File: src/rtl/rcc_pkg.sv
// rtl/rcc_pkg.sv - shared types and helpers for the pclk divider controller
package rcc_pkg;

  localparam int CNT_W = 8;

  typedef enum logic [2:0] {
    IDLE,
    APPLY_DIV,
    WAIT_DIV,
    APPLY_TIM,
    WAIT_TIM,
    DONE
  } state_t;

  // Divide factor: 1 when s[2] is clear, otherwise 2,4,8,16.
  function automatic logic [4:0] div_factor(input logic [2:0] s);
    logic [4:0] d;
    if (!s[2]) d = 5'd1;
    else       d = 5'd2 << s[1:0];
    return d;
  endfunction

  function automatic logic [CNT_W-1:0] settle_load(input logic [3:0] mult,
                                                   input logic [4:0] d);
    int p;
    p = int'(mult) * int'(d) - 1;
    return CNT_W'(p);
  endfunction

endpackage

File: src/rtl/rcc_pclk_div_ctrl_if.sv
// rtl/rcc_pclk_div_ctrl_if.sv - configuration request handshake bundle
interface rcc_pclk_div_ctrl_if;

  logic       cfg_valid;
  logic [2:0] cfg_div_sel;
  logic       cfg_timpre;
  logic       cfg_ready;
  logic       cfg_done;

  modport master (
    output cfg_valid, cfg_div_sel, cfg_timpre,
    input  cfg_ready, cfg_done
  );

  modport slave (
    input  cfg_valid, cfg_div_sel, cfg_timpre,
    output cfg_ready, cfg_done
  );

endinterface

File: src/rtl/rcc_settle_cnt.sv
// rtl/rcc_settle_cnt.sv - loadable down-counter that stops at zero
module rcc_settle_cnt
  import rcc_pkg::*;
#(
  parameter int W = CNT_W
) (
  input  logic         clk,
  input  logic         rst_n,
  input  logic         load,
  input  logic [W-1:0] load_val,
  input  logic         dec,
  output logic [W-1:0] value,
  output logic         zero
);

  always_ff @(posedge clk or negedge rst_n) begin
    if (!rst_n) begin
      value <= '0;
    end else if (load) begin
      value <= load_val;
    end else if (dec && (value != '0)) begin
      value <= value - W'(1);
    end
  end

  assign zero = (value == '0);

endmodule

File: src/rtl/rcc_pclk_div_ctrl.sv
// rtl/rcc_pclk_div_ctrl.sv - sequences pclk divide/timpre changes with settle delays
module rcc_pclk_div_ctrl
  import rcc_pkg::*;
#(
  parameter int         SETTLE_MULT = 4,
  parameter logic [2:0] RST_DIV_SEL = 3'b000,
  parameter logic       RST_TIMPRE  = 1'b0
) (
  input  logic               clk_in,
  input  logic               rst_n,
  rcc_pclk_div_ctrl_if.slave cfg,
  output logic [2:0]         div_sel,
  output logic               timpre,
  output logic               busy
);

  localparam logic [3:0] MULT = 4'(SETTLE_MULT);

  state_t           state, state_nxt;
  logic [2:0]       new_div;
  logic             new_tim;
  logic             handshake;
  logic             div_we, tim_we;
  logic             cnt_load, cnt_dec, cnt_zero;
  logic [CNT_W-1:0] cnt_load_val, cnt_value;
  logic [4:0]       d_cur, d_new, d_max;

  assign cfg.cfg_ready = rst_n && (state == IDLE);
  assign cfg.cfg_done  = (state == DONE);
  assign busy          = (state != IDLE);
  assign handshake     = cfg.cfg_valid && cfg.cfg_ready;

  assign d_cur = div_factor(div_sel);
  assign d_new = div_factor(new_div);
  assign d_max = (d_cur > d_new) ? d_cur : d_new;

  rcc_settle_cnt #(.W(CNT_W)) u_cnt (
    .clk      (clk_in),
    .rst_n    (rst_n),
    .load     (cnt_load),
    .load_val (cnt_load_val),
    .dec      (cnt_dec),
    .value    (cnt_value),
    .zero     (cnt_zero)
  );

  always_ff @(posedge clk_in or negedge rst_n) begin
    if (!rst_n) begin
      state   <= IDLE;
      div_sel <= RST_DIV_SEL;
      timpre  <= RST_TIMPRE;
      new_div <= RST_DIV_SEL;
      new_tim <= RST_TIMPRE;
    end else begin
      state <= state_nxt;
      if (handshake) begin
        new_div <= cfg.cfg_div_sel;
        new_tim <= cfg.cfg_timpre;
      end
      if (div_we) div_sel <= new_div;
      if (tim_we) timpre  <= new_tim;
    end
  end

  // IDLE decides on the live request so div_sel can move on the very next edge.
  always_comb begin
    state_nxt    = state;
    div_we       = 1'b0;
    tim_we       = 1'b0;
    cnt_load     = 1'b0;
    cnt_load_val = '0;
    cnt_dec      = 1'b0;
    case (state)
      IDLE: begin
        if (handshake) begin
          if (cfg.cfg_div_sel != div_sel)    state_nxt = APPLY_DIV;
          else if (cfg.cfg_timpre != timpre) state_nxt = APPLY_TIM;
          else                               state_nxt = DONE;
        end
      end
      APPLY_DIV: begin
        div_we       = 1'b1;
        cnt_load     = 1'b1;
        cnt_load_val = settle_load(MULT, d_max);
        state_nxt    = WAIT_DIV;
      end
      WAIT_DIV: begin
        if (cnt_zero) state_nxt = (new_tim != timpre) ? APPLY_TIM : DONE;
        else          cnt_dec   = 1'b1;
      end
      APPLY_TIM: begin
        tim_we       = 1'b1;
        cnt_load     = 1'b1;
        cnt_load_val = settle_load(MULT, d_cur);
        state_nxt    = WAIT_TIM;
      end
      WAIT_TIM: begin
        if (cnt_zero) state_nxt = DONE;
        else          cnt_dec   = 1'b1;
      end
      DONE:    state_nxt = IDLE;
      default: state_nxt = IDLE;
    endcase
  end

endmodule
File: src/flat_wrapper.sv
// flat-port wrapper written by rule: the top's interface ports become plain ports
module rcc_pclk_div_ctrl_flat import rcc_pkg::*;
#(
  parameter int         SETTLE_MULT = 4,
  parameter logic [2:0] RST_DIV_SEL = 3'b000,
  parameter logic       RST_TIMPRE  = 1'b0
)
  (clk_in, rst_n, div_sel, timpre, busy, cfg_cfg_valid, cfg_cfg_div_sel, cfg_cfg_timpre, cfg_cfg_ready, cfg_cfg_done);
  rcc_pclk_div_ctrl_if cfg_i ();
  input  logic clk_in;
  input  logic rst_n;
  output logic [2:0] div_sel;
  output logic timpre;
  output logic busy;
  input wire logic [$bits(cfg_i.cfg_valid)-1:0] cfg_cfg_valid;
  input wire logic [$bits(cfg_i.cfg_div_sel)-1:0] cfg_cfg_div_sel;
  input wire logic [$bits(cfg_i.cfg_timpre)-1:0] cfg_cfg_timpre;
  output wire logic [$bits(cfg_i.cfg_ready)-1:0] cfg_cfg_ready;
  output wire logic [$bits(cfg_i.cfg_done)-1:0] cfg_cfg_done;
  assign cfg_i.cfg_valid = cfg_cfg_valid;
  assign cfg_i.cfg_div_sel = cfg_cfg_div_sel;
  assign cfg_i.cfg_timpre = cfg_cfg_timpre;
  assign cfg_cfg_ready = cfg_i.cfg_ready;
  assign cfg_cfg_done = cfg_i.cfg_done;
  rcc_pclk_div_ctrl #(.SETTLE_MULT(SETTLE_MULT), .RST_DIV_SEL(RST_DIV_SEL), .RST_TIMPRE(RST_TIMPRE)) u_core (.clk_in(clk_in), .rst_n(rst_n), .cfg(cfg_i), .div_sel(div_sel), .timpre(timpre), .busy(busy));
endmodule
File: config.mk
export PLATFORM = sky130hd
export DESIGN_NAME = rcc_pclk_div_ctrl_flat
export DESIGN_NICKNAME = d
export VERILOG_FILES = /design/src/rtl/rcc_pkg.sv /design/src/rtl/rcc_pclk_div_ctrl_if.sv /design/src/rtl/rcc_settle_cnt.sv /design/src/rtl/rcc_pclk_div_ctrl.sv /design/src/flat_wrapper.sv
export SDC_FILE = /design/constraint.sdc
export NUM_CORES = 1
export LEC_CHECK = 0
export ABC_AREA = 1
export BUFFER_PORTS_ARGS = -buffer_cell sky130_fd_sc_hd__buf_2
export CAP_MARGIN = 15
export CORE_ASPECT_RATIO = 1.25
export CORE_UTILIZATION = 33
export CTS_BUF_LIST = sky130_fd_sc_hd__clkbuf_8
export CTS_CLUSTER_DIAMETER = 100
export DETAILED_ROUTE_END_ITERATION = 7
export PLACE_DENSITY_LB_ADDON = 0.12
export SKIP_LAST_GASP = 1
export SYNTH_ARGS = -nofsm -noshare
export SYNTH_HDL_FRONTEND = slang
export SYNTH_SLANG_ARGS = --single-unit
File: constraint.sdc
create_clock -name clk_in -period 6.62 [get_ports clk_in]
set_input_delay 0.331 -clock clk_in [delete_from_list [all_inputs] [get_ports clk_in]]
set_output_delay 0.331 -clock clk_in [all_outputs]
set_load 0.02 [all_outputs]
==> results of run 1 <==
[state kept, by name, indices dropped and copies added (netlist names)]
signal / cells
u_core.state: 3
u_core.div_sel: 3
u_core.new_div: 3
u_core.timpre: 1
u_core.new_tim: 1
u_core.u_cnt.value: 8
[synth_stat cells (all sizes together)]
library cell,number
nand2,43
inv,37
nor2,26
o21ai,23
dfrtp,19
nand3,17
a21oi,13
ha,8
nor3,6
xor2,5
a211oi,2
a22oi,1
a41oi,1
buf,1
nand4,1
o211ai,1
o21a,1
o31ai,1
xnor2,1
[layer usage]
| layer | track usage (%) | up-vias | routed length, µm |
|---|---|---|---|
| met5 | 0 | - | 0 |
| met4 | 4.00 | 0 | 17 |
| met1 | 22.8 | 608 | 1640 |
| met3 | 2.04 | 2 | 64 |
| met2 | 29.0 | 15 | 1710 |
| li1 | - | 703 | - |
[metrics by stage]
step	util [%]	setup WS, ns	instances
global route	39.5	3.82	280
global placement	38.3	4.11	276
floorplan	-	4.23	207
finish	39.5	4.09	280
detailed placement	38.3	4.10	276
CTS	39.5	4.06	280
[path summary, 6_finish.rpt]
check / depth (start not counted) / end
min in group clk_in: 3 / u_core.new_tim
max in group asynchronous: 1 / u_core.u_cnt.value[5]
max reg2reg: 14 / u_core.u_cnt.value[3]
min: 1 / u_core.state[0]
max: 14 / u_core.u_cnt.value[3]
min reg2reg: 1 / u_core.state[0]
[kinds of logic after synthesis]
group                    Yosys count
adder cells (fa/ha/maj)            8
XOR/XNOR                           6
AND/OR/NAND/NOR                   93
flip-flops                        19
buffers and inverters             38
AO/OA/AOI/OAI                     43
[area by class of cell]
cell class / instances / area [µm²] / share of cell area, %
clock buffers: 3 / 41.3 / 2.51
repair buffers: 14 / 72.6 / 4.42
multi-input cells: 150 / 835 / 50.8
flip-flops and latches: 19 / 475 / 28.9
clock inverters: 1 / 7.51 / 0.457
well taps: 56 / 70.1 / 4.27
inverters: 37 / 141 / 8.61
==> metrics.md, run 1 <==
| Metric | Value |
|---|---|
| Hold_ws | 0.00544 ns |
| Synth Area per Inst | 7.04 µm² |
| Clock slew at reported path FFs | 0.08 ns |
| Wire per inst | 12.3 µm |
| Max-slew violation count | 0 |
| Synth area leaders | dfrtp_1, nand2_1, inv_1, ha_1, o21ai_0 |
| Post-synth top area cell | dfrtp_1 |
| Final ANT Viol Nets | 0 |
| Crit end category | flop |
| Syn Nets | 222 |
| Yosys Warn Count | 0 |
| Most common cell after layout, fill and taps aside | nand2_1 |
| Core box area | 4160 µm² |
| Dpl hpwl | 2.76 mm |
| Max stage delay cell, worst path | dfrtp_1 |
| Die width | 61.4 µm |
| Setup Fix Bufs, Post-CTS | 0 |
| Htree depth | 1 |
| Post-route minimum period | 2.53 ns |
| Largest family of logic cells by synthesized area | simple AND/OR/NAND/NOR gates |
| Synthesis-stage register bit count | 19 |
| DRC viols | 0 |
| Max cap viols | 0 |
| Fillcell total | 493 |
| HP Class | input port to async pin |
| Post-route design area | 1640 µm² |
| Pin count of the biggest net entering global routing | 21 |
| Slew @ Worst Pin | 0.469 ns |
| Final WL | 3.44 mm |
| First-pass GRT wire length | 6.18 mm |
| Mapped cell area | 1460 µm² |
| TritonCTS clock tree | yes |
| Period utilisation layout | 38.2% |
| Critical Path Fanout Max | 6 |
| Critical path cell sequence | inv_1, nor3_1, ha_1, nand2_1, nor2_2, nand2_1, nand3_2, nand2_4, nand2_1, o21ai_4, ha_1, o21ai_0, a211oi_1, a21oi_1 |
| Seq/Total Area, Yosys | 32.6% |
| Setup TNS Final | 0 ns |
| Input/output buffers | 13 |
| Layout Skew | 0.00626 ns |
| Highest-count cells in the layout ignoring fill and taps | nand2_1, inv_1, nor2_1, dfrtp_1, o21ai_0 |
| Layout cells sized above 1 | 17.9% |
| Total iterations of the first detailed-routing run | 4 |
| FMAX | 395 MHz |
| Clk root buf | clkbuf_8 |
| Gp weighted congestion | 0.770 |
| Worst r2r src | u_core.div_sel[2] |
| Area grow syn2layout | 12.8% |
| Hold_buf cts | 0 |
| Post-CTS Resized | 0 |
| Clk Latency, worst-skew pair | 0.26 ns |
| Row count | 26 |
| Vias in the first global route | 1342 |
| WP data required | 6.81 ns |
| Die area | 4680 µm² |
| Adder and majority gate portion of the synthesized area | 6.87% |
| Worst setup path start | u_core.div_sel[2] |
| Vias/cell | 4.74 |
| RSZ-0062 raised after global routing | false |
| XOR/XNOR Fraction of Synth Area | 3.61% |
| Critical setup path kind | flop to flop |
| Routed via count | 1328 |
| CTS Buf Count | 3 |
| Multiplexer share of the synthesized area | 0% |
| Endpoints failing hold | 0 |
| Initial antenna violation count | 0 |
| Nets@finish | 240 |
| Synthesized instance count | 207 |
| Die height | 76.3 µm |
| Antenna cells | 0 |
| Post-DP Area | 1590 µm² |
| Drt initial violations | 42 |
| Distinct cells, synth | 32 |
| Most frequent CP cell | nand2_1 |
| GR Util All Layers | 17.2% |
| Gr ovfl total | 0 |
| Max-slew headroom | 68.7% |
| Initial Util | 35.0% |
| Worst Path Arrival | 2.72 ns |
| Setup slack, reg-to-reg | 4.09 ns |
| Longest Clk Path Bufs | 2 |
| Post-synthesis compound-gate area fraction | 18.1% |
| Status | completed |
| Worst Path Buf+Inv | 1 |
| Final setup viols | 0 |
| Yosys top cell area share | 32.6% |
| Cell family with most CP delay | simple AND/OR/NAND/NOR gates |
| Simple-gate portion of the synthesized area | 28.7% |
| # IOs | 14 |
| CTS Sinks | 19 |
| Critical Path Source Type | flop |
| CP peak stage delay | 0.45 ns |
Power of run 1 is left out: the tool's default activity adds up to more than one toggle a clock period on the data nets, which glitch-free logic cannot reach.
==> run 2: changes to the inputs <==
==> constraint.sdc (replaced) <==
create_clock -name clk_in -period 2.3 [get_ports clk_in]
set_input_delay 0.115 -clock clk_in [delete_from_list [all_inputs] [get_ports clk_in]]
set_output_delay 0.115 -clock clk_in [all_outputs]
set_load 0.02 [all_outputs]
==> metrics.md, run 2 (synthesized netlist as in run 1, its figures left out) <==
| Metric | Value |
|---|---|
| Dpl hpwl | 2.81 mm |
| Met1 Routed Length | 1.59 mm |
| Routed via count | 1402 |
| Nets@finish | 261 |
| Critical Path Source Type | flop |
| TritonCTS clock tree | yes |
| Period utilisation layout | 94.7% |
| Top routing layer used | met4 |
| Max stage delay cell, worst path | dfrtp_1 |
| Gp weighted congestion | 0.776 |
| Pin count of the biggest net entering global routing | 20 |
| Die width | 61.4 µm |
| Max-slew violation count | 0 |
| DR WL met3 | 65 µm |
| Antenna cells | 0 |
| Die height | 76.3 µm |
| Critical path cell sequence | inv_1, nor3_2, inv_1, ha_4, nand2_1, nor2_2, nand2_1, nand3_2, nand2_4, nand2_2, o21ai_4, ha_4, o21ai_2, a211oi_2, a21oi_1 |
| Clock slew at reported path FFs | 0.08 ns |
| Htree depth | 1 |
| Initial Util | 35.0% |
| Worst R2R Path Depth | 15 |
| Input/output buffers | 13 |
| Largest register FFs | 8 |
| CTS Buf Count | 3 |
| Slew @ Worst Pin | 0.334 ns |
| CP peak stage delay | 0.38 ns |
| Drt initial violations | 48 |
| Worst Path Buf+Inv | 2 |
| Core box area | 4160 µm² |
| Final ANT Viol Nets | 0 |
| Layout cells sized above 1 | 33.9% |
| Worst hold stages | 3 |
| Total iterations of the first detailed-routing run | 4 |
| Post-route minimum period | 2.18 ns |
| RSZ-0062 raised after global routing | true |
| GR Util All Layers | 16.9% |
| Vias/cell | 4.66 |
| Clk Latency, worst-skew pair | 0.25 ns |
| Met2 WL | 1.87 mm |
| Crit end category | flop |
| First-pass GRT wire length | 6.05 mm |
| Worst Path Arrival | 2.32 ns |
| Cell family with most CP delay | simple AND/OR/NAND/NOR gates |
| WP data required | 2.44 ns |
| Wire per inst | 11.8 µm |
| CP Depth | 15 |
| Final setup viols | 0 |
| Sequential standard cell area | 479 µm² |
| Most common cell after layout, fill and taps aside | nand2_1 |
| Final WL | 3.55 mm |
| Clk root buf | clkbuf_8 |
| Critical Path Fanout Max | 6 |
| Row count | 26 |
| Area grow syn2layout | 30.3% |
| Max cap viols | 0 |
| Status | completed |
| Initial antenna violation count | 0 |
| Critical setup path kind | flop to flop |
| Die area | 4680 µm² |
| # IOs | 14 |
| Max-slew headroom | 77.5% |
| DRC viols | 0 |
| Fillcell total | 477 |
| Layout Skew | 0.00251 ns |
| CTS Sinks | 19 |
| Reg with most FFs | u_core.u_cnt.value |
| Longest Clk Path Bufs | 2 |
| Setup slack after layout | 0.122 ns |
| Highest-count cells in the layout ignoring fill and taps | nand2_1, inv_1, buf_4, nor2_1 |
| HP Class | input port to flop |
| Pre-CTS setup slack | -0.0272 ns |
| Multi-input gate area | 928 µm² |
| FMAX | 459 MHz |
| Gr ovfl total | 0 |
| Endpoints failing hold | 0 |
| Vias in the first global route | 1353 |
run 2: layout make-up:
| cell class | count | area share, % |
|---|---|---|
| flip-flops and latches | 19 | 25.2 |
| well taps | 56 | 3.69 |
| repair buffers | 35 | 12.3 |
| clock inverters | 1 | 0.264 |
| inverters | 37 | 7.45 |
| multi-input cells | 150 | 48.9 |
| clock buffers | 3 | 2.18 |
run 2: worst min-delay path: cells and delay by family:
| family | cells | cell delay [ns] |
|---|---|---|
| compound gates | 1 | 0.05 |
| buf+inv | 1 | 0.09 |
| simple gates | 1 | 0.05 |
run 2: per-layer routing:
layer  global-route usage, %  up-vias
met5                       0        -
met4                    3.33        0
li1                        -      746
met2                    29.1       17
met3                    2.04        2
met1                    22.1      637
run 2: repair_timing:
action,4_1_cts,5_1_grt
hold endpoints to repair,19,0
hold buffers,1,0
buffers inserted,0,3
resized for setup,5,22
setup endpoints to repair,3,5
pin swaps,1,4
run 2: path summary, 6_finish.rpt:
path / from / to / slack [ns]
max: u_core.new_div[2] / u_core.u_cnt.value[3] / 0.12
min: cfg_cfg_div_sel[2] / u_core.new_div[2] / 0.09
min in group asynchronous: rst_n / u_core.state[2] / 0.36
max in group asynchronous: rst_n / u_core.div_sel[2] / 1.71
max reg2reg: u_core.new_div[2] / u_core.u_cnt.value[3] / 0.12
min reg2reg: u_core.state[0] / u_core.state[0] / 0.50
run 2: metrics by stage:
step                      utilization, %  cells  hold slack (ns)  setup TNS [ns]  instance area, µm²
final                               45.6    301           0.0860               0                1900
after global routing                45.6    301           0.0925          -0.181                1900
after CTS                           43.1    298           0.0852               0                1790
after detailed placement            41.4    293            0.120         -0.0477                1720
after global placement              41.4    293            0.119         -0.0226                1720
after floorplan                        -    207           -0.181               0                1460
Power of run 2 is left out for the same reason.
==> run 3: changes to the inputs <==
--- a/config.mk
+++ b/config.mk
@@ -9,7 +9,7 @@
 export BUFFER_PORTS_ARGS = -buffer_cell sky130_fd_sc_hd__buf_2
 export CAP_MARGIN = 15
 export CORE_ASPECT_RATIO = 1.25
-export CORE_UTILIZATION = 33
+export CORE_UTILIZATION = 55
 export CTS_BUF_LIST = sky130_fd_sc_hd__clkbuf_8
 export CTS_CLUSTER_DIAMETER = 100
 export DETAILED_ROUTE_END_ITERATION = 7
==> metrics.md, run 3 (synthesized netlist as in run 1, its figures left out) <==
| Metric | Value |
|---|---|
| Antenna cells | 0 |
| Crit end category | flop |
| Die area | 2860 µm² |
| Reg with most FFs | u_core.u_cnt.value |
| CP peak stage delay | 0.48 ns |
| Highest-count cells in the layout ignoring fill and taps | nand2_1, inv_1, nor2_1, buf_4, dfrtp_1 |
| DRC viols | 0 |
| Pin count of the biggest net entering global routing | 20 |
| Fillcell total | 161 |
| Slew @ Worst Pin | 0.289 ns |
| HP Class | input port to flop |
| First-pass GRT wire length | 5.71 mm |
| Routed via count | 1584 |
| Largest register FFs | 8 |
| Die width | 48.0 µm |
| Final Util | 79.4% |
| Vias/cell | 5.78 |
| Final setup viols | 5 |
| Pre-CTS setup slack | -0.0683 ns |
| Post-route minimum period | 2.35 ns |
| Most common cell after layout, fill and taps aside | nand2_1 |
| Final ANT Viol Nets | 0 |
| Cell family with most CP delay | simple AND/OR/NAND/NOR gates |
| Hold_ws | 0.0852 ns |
| Critical Path Fanout Max | 6 |
| Clk root buf | clkbuf_8 |
| Critical Path Source Type | flop |
| # IOs | 14 |
| Max-slew headroom | 80.5% |
| Worst Path Buf+Inv | 2 |
| Gp weighted congestion | 0.952 |
| Final WL | 4.37 mm |
| Row count | 20 |
| TritonCTS clock tree | yes |
| CTS Buf Count | 3 |
| Core box area | 2480 µm² |
| Layout Skew | 0.00648 ns |
| FMAX | 425 MHz |
| Dpl hpwl | 2.72 mm |
| Nets@finish | 257 |
| GR Util All Layers | 28.6% |
| Clock slew at reported path FFs | 0.08 ns |
| Initial Util | 58.8% |
| Most frequent CP cell | inv_1 |
| Layout cells sized above 1 | 38.6% |
| CTS Sinks | 19 |
| Status | finished with violations |
| Die height | 59.5 µm |
| Gr ovfl total | 0 |
| RSZ-0062 raised after global routing | true |
| Critical path cell sequence | inv_1, nor2_2, ha_1, nand2_2, inv_1, nand2_1, nand3_4, nand2_8, nand2_4, o21ai_4, ha_4, o21ai_2, a211oi_2, a21oi_1 |
| Htree depth | 1 |
| Drt initial violations | 72 |
| Setup slack after layout | -0.0518 ns |
| Critical setup path kind | flop to flop |
| Area grow syn2layout | 35.1% |
| Input/output buffers | 13 |
| Clk Latency, worst-skew pair | 0.26 ns |
| Max-slew violation count | 0 |
| Violated checks | negative setup slack |
| Post-route design area | 1970 µm² |
| Vias in the first global route | 1366 |
| Endpoints failing hold | 0 |
| Worst Path Arrival | 2.54 ns |
| WP data required | 2.48 ns |
| Max stage delay cell, worst path | dfrtp_2 |
| Period utilisation layout | 102% |
| Longest Clk Path Bufs | 2 |
| Total iterations of the first detailed-routing run | 5 |
| Max cap viols | 0 |
| Initial antenna violation count | 0 |
| Post-DP Area | 1640 µm² |
| Wire per inst | 16.0 µm |
[run 3: timing repair]
| item | 4_1_cts | 5_1_grt |
|---|---|---|
| pin swaps | 0 | 19 |
| buffers inserted | 3 | 4 |
| resized for setup | 4 | 48 |
| endpoints found under the setup margin | 3 | 5 |
| hold buffers | 1 | 0 |
| hold endpoints to repair | 19 | 0 |
[run 3: per-layer routing]
metal / routed length [µm] / vias to the layer above / part of all wire [%] / global-route usage (%)
met2: 2300 / 68 / 53 / 51.2
met5: 0 / - / 0 / 0
li1: - / 741 / - / -
met3: 233 / 21 / 5.3 / 3.35
met4: 250 / 0 / 5.7 / 11.1
met1: 1590 / 754 / 36 / 33.0
[run 3: path summary, 6_finish.rpt]
check | start | endpoint | slack (ns) | depth (start not counted)
max in group asynchronous | rst_n | u_core.div_sel[2] | 1.71 | 3
worst min register to register | u_core.state[0] | u_core.state[0] | 0.52 | 1
worst max register to register | u_core.div_sel[0] | u_core.u_cnt.value[3] | -0.05 | 14
min in group asynchronous | rst_n | u_core.u_cnt.value[0] | 0.35 | 3
worst min-delay path | cfg_cfg_timpre | u_core.new_tim | 0.09 | 3
worst max-delay path | u_core.div_sel[0] | u_core.u_cnt.value[3] | -0.05 | 14
[run 3: worst register-to-register path: cells and delay by family, from the launching register on]
family / cells / cell delay (ns)
flip-flops: 1 / 0.48
AND/OR/NAND/NOR: 6 / 0.72
AO/OA/AOI/OAI: 4 / 0.36
adder cells (fa/ha/maj): 2 / 0.56
buffers and inverters: 2 / 0.17
[run 3: final cells by class]
type / count / area, µm² / share of cell area (%)
repair buffers: 31 / 206 / 10.5
well taps: 33 / 41.3 / 2.10
clock inverters: 1 / 5.00 / 0.254
clock buffers: 3 / 41.3 / 2.10
multi-input cells: 150 / 1050 / 53.5
inverters: 37 / 141 / 7.18
flip-flops and latches: 19 / 479 / 24.3
[run 3: per-stage QoR]
stage,std cells,setup TNS [ns]
after floorplan,207,0
after global placement,263,0
after detailed placement,263,-0.0728
after CTS,271,-0.0120
after global routing,274,-0.627
final,274,-0.156
Power of run 3 is left out for the same reason.
